<file path="src/rtl/sysid_checker_pkg.sv">
// Shared types and constants for the system-ID checker.
// Latency: n/a (declarations only).
// Backpressure: n/a.
package sysid_checker_pkg;

    // FSM states; RD_TS/WAIT_TS are only reachable when the timestamp check is built in
    typedef enum logic [2:0] {
        IDLE    = 3'd0,
        RD_ID   = 3'd1,
        WAIT_ID = 3'd2,
        RD_TS   = 3'd3,
        WAIT_TS = 3'd4,
        DONE    = 3'd5
    } state_t;

    // sysid slave word addresses
    localparam logic ADDR_ID = 1'b0;
    localparam logic ADDR_TS = 1'b1;

    // width of the per-transaction timeout counter
    localparam int TMO_W = 16;

endpackage

</file>
<file path="src/rtl/sysid_checker_timeout.sv">
// Loadable up-counter with terminal-count compare, bounding one read transaction.
// Latency: expired asserts combinationally from the registered count (LIMIT-th cycle after load).
// Backpressure: none; counts while en is high, load has priority over en.
//
// Ports: clock, reset (sync, active-high), load (clear count to 0), en (increment),
//        expired (this is the last permitted cycle of the transaction).
module sysid_checker_timeout
    import sysid_checker_pkg::*;
#(
    parameter int unsigned LIMIT = 255
) (
    input  logic clock,
    input  logic reset,
    input  logic load,
    input  logic en,
    output logic expired
);

    // count is 0 in the first cycle after load, so cycle number LIMIT has count LIMIT-1
    localparam logic [TMO_W-1:0] LAST = TMO_W'(LIMIT - 1);

    logic [TMO_W-1:0] count;

    always_ff @(posedge clock) begin
        if (reset || load) begin
            count <= '0;
        end else if (en) begin
            count <= count + TMO_W'(1);
        end
    end

    // >= rather than == so a transaction that outlives the limit across a
    // RD->WAIT hand-over still trips (e.g. LIMIT=1 seen first in WAIT_*)
    assign expired = (count >= LAST);

endmodule

</file>
<file path="config.mk">
export PLATFORM = sky130hd
export DESIGN_NAME = sysid_checker_timeout
export DESIGN_NICKNAME = d
export VERILOG_FILES = /design/src/rtl/sysid_checker_pkg.sv /design/src/rtl/sysid_checker_timeout.sv
export SDC_FILE = /design/constraint.sdc
export NUM_CORES = 1
export LEC_CHECK = 0
export ABC_AREA = 1
export CORE_ASPECT_RATIO = 1.25
export CORE_MARGIN = 5
export CORE_UTILIZATION = 35
export CTS_BUF_LIST = sky130_fd_sc_hd__clkbuf_2
export DETAILED_ROUTE_END_ITERATION = 10
export DONT_BUFFER_PORTS = 1
export PLACE_DENSITY = 0.58
export SLEW_MARGIN = 5
export SYNTH_ARGS = -nofsm -noshare
export SYNTH_HDL_FRONTEND = slang
export SYNTH_SLANG_ARGS = --single-unit
</file>
<file path="constraint.sdc">
create_clock -name clock -period 1.2 [get_ports clock]
set_clock_uncertainty 0.1 [all_clocks]
set_input_delay 0.24 -clock clock [delete_from_list [all_inputs] [get_ports clock]]
set_output_delay 0.24 -clock clock [all_outputs]
set_load 0.05 [all_outputs]
</file>
* Word level (Yosys, flattened, before mapping)
Index checks and enable logic that the tools add are counted.
** Storage, ports and cells
- Logic and storage cells :: 4
- Register bits :: 16
** Cells by class
- $add $sub $neg :: 1
- Reductions and logical operators :: 1
- Magnitude comparators :: 1
** Operators with widths (count)
- adder 16 x 1 -> 16 bit, second input constant :: 1
- greater-or-equal comparator 16 x 8 -> 1 bit, second input constant :: 1
- logical OR 1 bit :: 1

* Longest topological paths before layout
- Depth after elaboration :: 1
- Gate-level depth with buffers :: 8
- Mapped depth without buffers :: 8

* Worst setup path before layout
No wires, ideal clock.
- Kind :: register to output
- Start point :: register count[4]
- End point :: output port expired
- Path slack :: -0.555 ns
- Arrival :: 1.415 ns
- Cell stages (with the launch flop) :: 5
- Path through :: dfxtp_1 -> nand2_1 -> nor2_2 -> inv_1 -> o211ai_1
** On the way
- Word-level cells in the longest chain between the ends :: 1
** Ends and longest elaborated chain
- start, declared :: line sysid_checker_timeout.sv:22 : logic [TMO_W-1:0] count;
- start signal, assigned :: line sysid_checker_timeout.sv:28 : count <= count + TMO_W'(1);
- greater-or-equal comparator 16 x 8 -> 1 bit :: line sysid_checker_timeout.sv:34 : assign expired = (count >= LAST);
- end, declared :: line sysid_checker_timeout.sv:16 : output logic expired
Every way passes these cells.

* Worst setup path in the final report
- Start point :: register count[8]
- End point :: output port expired
The elaborated chain is that of the path after synthesis.

==> impl_metrics.toml <==
[logic_synthesis]
syn_inst = 117
syn_nets = 123
syn_area_um2 = 827
synth_seq_cells = 16
ys_types = 23
synth_seq_area_share_pct = 38.7
ys_warn_count = 0
synth_area_per_cell_um2 = 7.07

[route]
drtPass1Iterations = 4
finalWirelength_mm = 2.10
drc = 0
viasPerCell = 4.65
wl_per_cell_um = 11.4
drt.antenna.violating_nets = 0
vias = 860
drt-initial-drc-count = 11

[worst_hold_path]
hold_path.startpoint = "en"
whs_path_depth = 2
min_to = "count[0]$_SDFFE_PP0P_"
hp-class = "in2reg"

[critical_path]
cpMaxStageDelayCell = "dfxtp_1"
end_kind = "primary output"
worstPathRequired_ns = 0.86
r2r-end = "count[10]$_SDFFE_PP0P_"
r2r_setup_slack_ns = -0.35
start_kind = "flop"
reg2reg_from = "count[1]$_SDFFE_PP0P_"
slowest_delay_ns = 0.38
cp_cell_sequence = "nor4_1, o211ai_1, buf_4"
cp.arrival_ns = 1.28
reg2regPathDepth = 9
path_class = "reg2out"
crit_fanout = 4

[final_layout]
largest_register_ffs = 16
top_register = "count"
drive_above_1_share_pct = 48.1
fin_nets = 162
largestRegisters = "count x16"
layout.cells.non_filler = 185
area.growth.synth_to_final_pct = 56.1
final_common_cell = "buf_4"
n_antenna_cell = 0
fin_util_pct = 57.8
final_cell_mix = "26 x buf_4, 15 x nand2_1, 14 x inv_1, 13 x nor2_1, 9 x a21oi_1"

[clock_tree]
clock_latency_ns = 0.28
numCtsBuffers = 3
clkSinkCount = 16
cts.path.max_buffers = 2
cts.reportedPaths.clkPinSlew_ns = 0.16
cts.htree.levels = 1
cts_tree = "built"
cts-root-buf = "clkbuf_2"

[power_and_ir_drop]
p_sw_mw = 0.202
irDropWorstVdd_v = 0.000556
p_per_area_mw_per_mm2 = 646
p_int_mw = 0.631
clkPwrFrac_pct = 28.4
leakage_nw = 0.542
pwr-share-comb_pct = 7.3
swShare_pct = 24.3
power_frac_seq_pct = 64.3

[status]
violations = "negative setup slack"
status = "finished with violations"

[timing]
hold_viol = 0
setup_tns_ns = -3.38
slew_violations = 0
worst_pin_slew_ns = 0.269
setup-violations-final = 15
period_minus_slack_ns = 1.62
rsz0062_at_grt = "yes"
min_period_over_period_pct = 135
fin_ws_ns = -0.419
fmax_mhz = 618
slew_headroom_pct = 81.9

[global_routing]
antenna_found_initial = 0
grt_max_degree = 14
grt_pass1_vias = 842
grt_pass1_wl_mm = 3.59
gr-usage-all-layers_pct = 13.7
grt_overflow = 0

[floorplan]
num_io_pins = 5
rows = 19
die_y_um = 64.4
dieWidth_um = 53.5
core_mm2 = 0.00223
start_util_pct = 37.0
die-area_mm2 = 0.00344

[job]
cap_violations = 0

[placed_design]
placed_cells_incl_taps = 170
hpwl_mm = 1.35
port_buffers = 0
finalWeightedCongestion = 0.763
==> power groups by stage <==
stage / Clock, mW / Combinational (mW) / Sequential, mW
global placement: 0 / 0.0311 / 0.550
CTS: 0.252 / 0.0502 / 0.536
detailed placement: 0 / 0.0320 / 0.550
global route: 0.272 / 0.0665 / 0.537
finish: 0.237 / 0.0605 / 0.536
floorplan: 0 / 0.0198 / 0.550
==> layout make-up <==
type                            count  area, um^2
Fill cell                         215         943
Multi-Input combinational cell     84         549
Sequential cell                    16         333
Timing Repair Buffer               35         295
Inverter                           16        60.1
Tap cell                           31        38.8
Clock buffer                        3        15.0
==> critical path, delay by kind of cell, from the launching register on <==
kind / cells / cell delay, ns
compound gates: 1 / 0.14
buf+inv: 1 / 0.21
simple gates: 1 / 0.27
flops: 1 / 0.38
==> stage by stage <==
stage | hold slack [ns] | power [mW] | cell area (um^2) | worst slack (ns)
floorplan | 0.222 | 0.570 | 836 | -0.505
global placement | 0.225 | 0.581 | 1040 | -0.167
detailed placement | 0.226 | 0.582 | 1040 | -0.174
CTS | 0.0173 | 0.838 | 1200 | -0.460
global route | 0.0233 | 0.875 | 1290 | -0.501
finish | 0.0355 | 0.834 | 1290 | -0.419
==> how the worst max path moves through the flow <==
stage	from	to	slack (ns)
finish	count[8]$_SDFFE_PP0P_	expired	-0.42
global route	count[0]$_SDFFE_PP0P_	expired	-0.50
CTS	count[4]$_SDFFE_PP0P_	expired	-0.46
detailed placement	count[0]$_SDFFE_PP0P_	expired	-0.17
global placement	count[0]$_SDFFE_PP0P_	expired	-0.17
floorplan	count[7]$_SDFFE_PP0P_	expired	-0.50
==> cell families (layout without fill, tap and decap cells) <==
logic type	count (synthesis)	after routing	share of synthesized area, %
xor gates and xnor gates	3	3	3.18
adders and majority gates	2	2	3.03
AOI/OAI and AO/OA	21	21	13.6
buffers and inverters	17	54	7.87
DFF	16	16	38.7
and+or+nand+nor	58	58	33.6
==> cell usage after synthesis <==
cell	number	area share, %
nand2_1	21	9.5
dfxtp_1	16	39
inv_1	15	6.8
nor2_1	15	6.8
a21oi_1	10	6.1
nand3_1	8	4.8
o21ai_0	6	3.6
nand2_2	4	3.0
nor2_4	3	4.1
ha_1	2	3.0
nor2_2	2	1.5
nor4_1	2	1.5
o21ai_1	2	1.2
xor2_1	2	2.1
and2_1	1	0.76
and3_1	1	0.76
buf_2	1	0.60
inv_2	1	0.45
nand4_1	1	0.76
o211ai_1	1	0.91
o21a_1	1	0.91
o21bai_1	1	0.91
xnor2_1	1	1.1
==> per-layer routing <==
metal  wire length, um  GRT usage (%)  part of all wire [%]
met5                 0              0                     0
met4                21           5.75                   1.0
met1               838           15.8                    40
met3                57           2.33                   2.7
met2              1190           24.1                    56
==> what timing repair did <==
item	4_1_cts	5_1_grt
pin swaps	16	19
setup buffers	10	6
endpoints found under the setup margin	11	15
hold buffers	1	0
endpoints found under the hold margin	2	0
resized for setup	26	17
No activity file was read; power rests on OpenSTA's default activity.
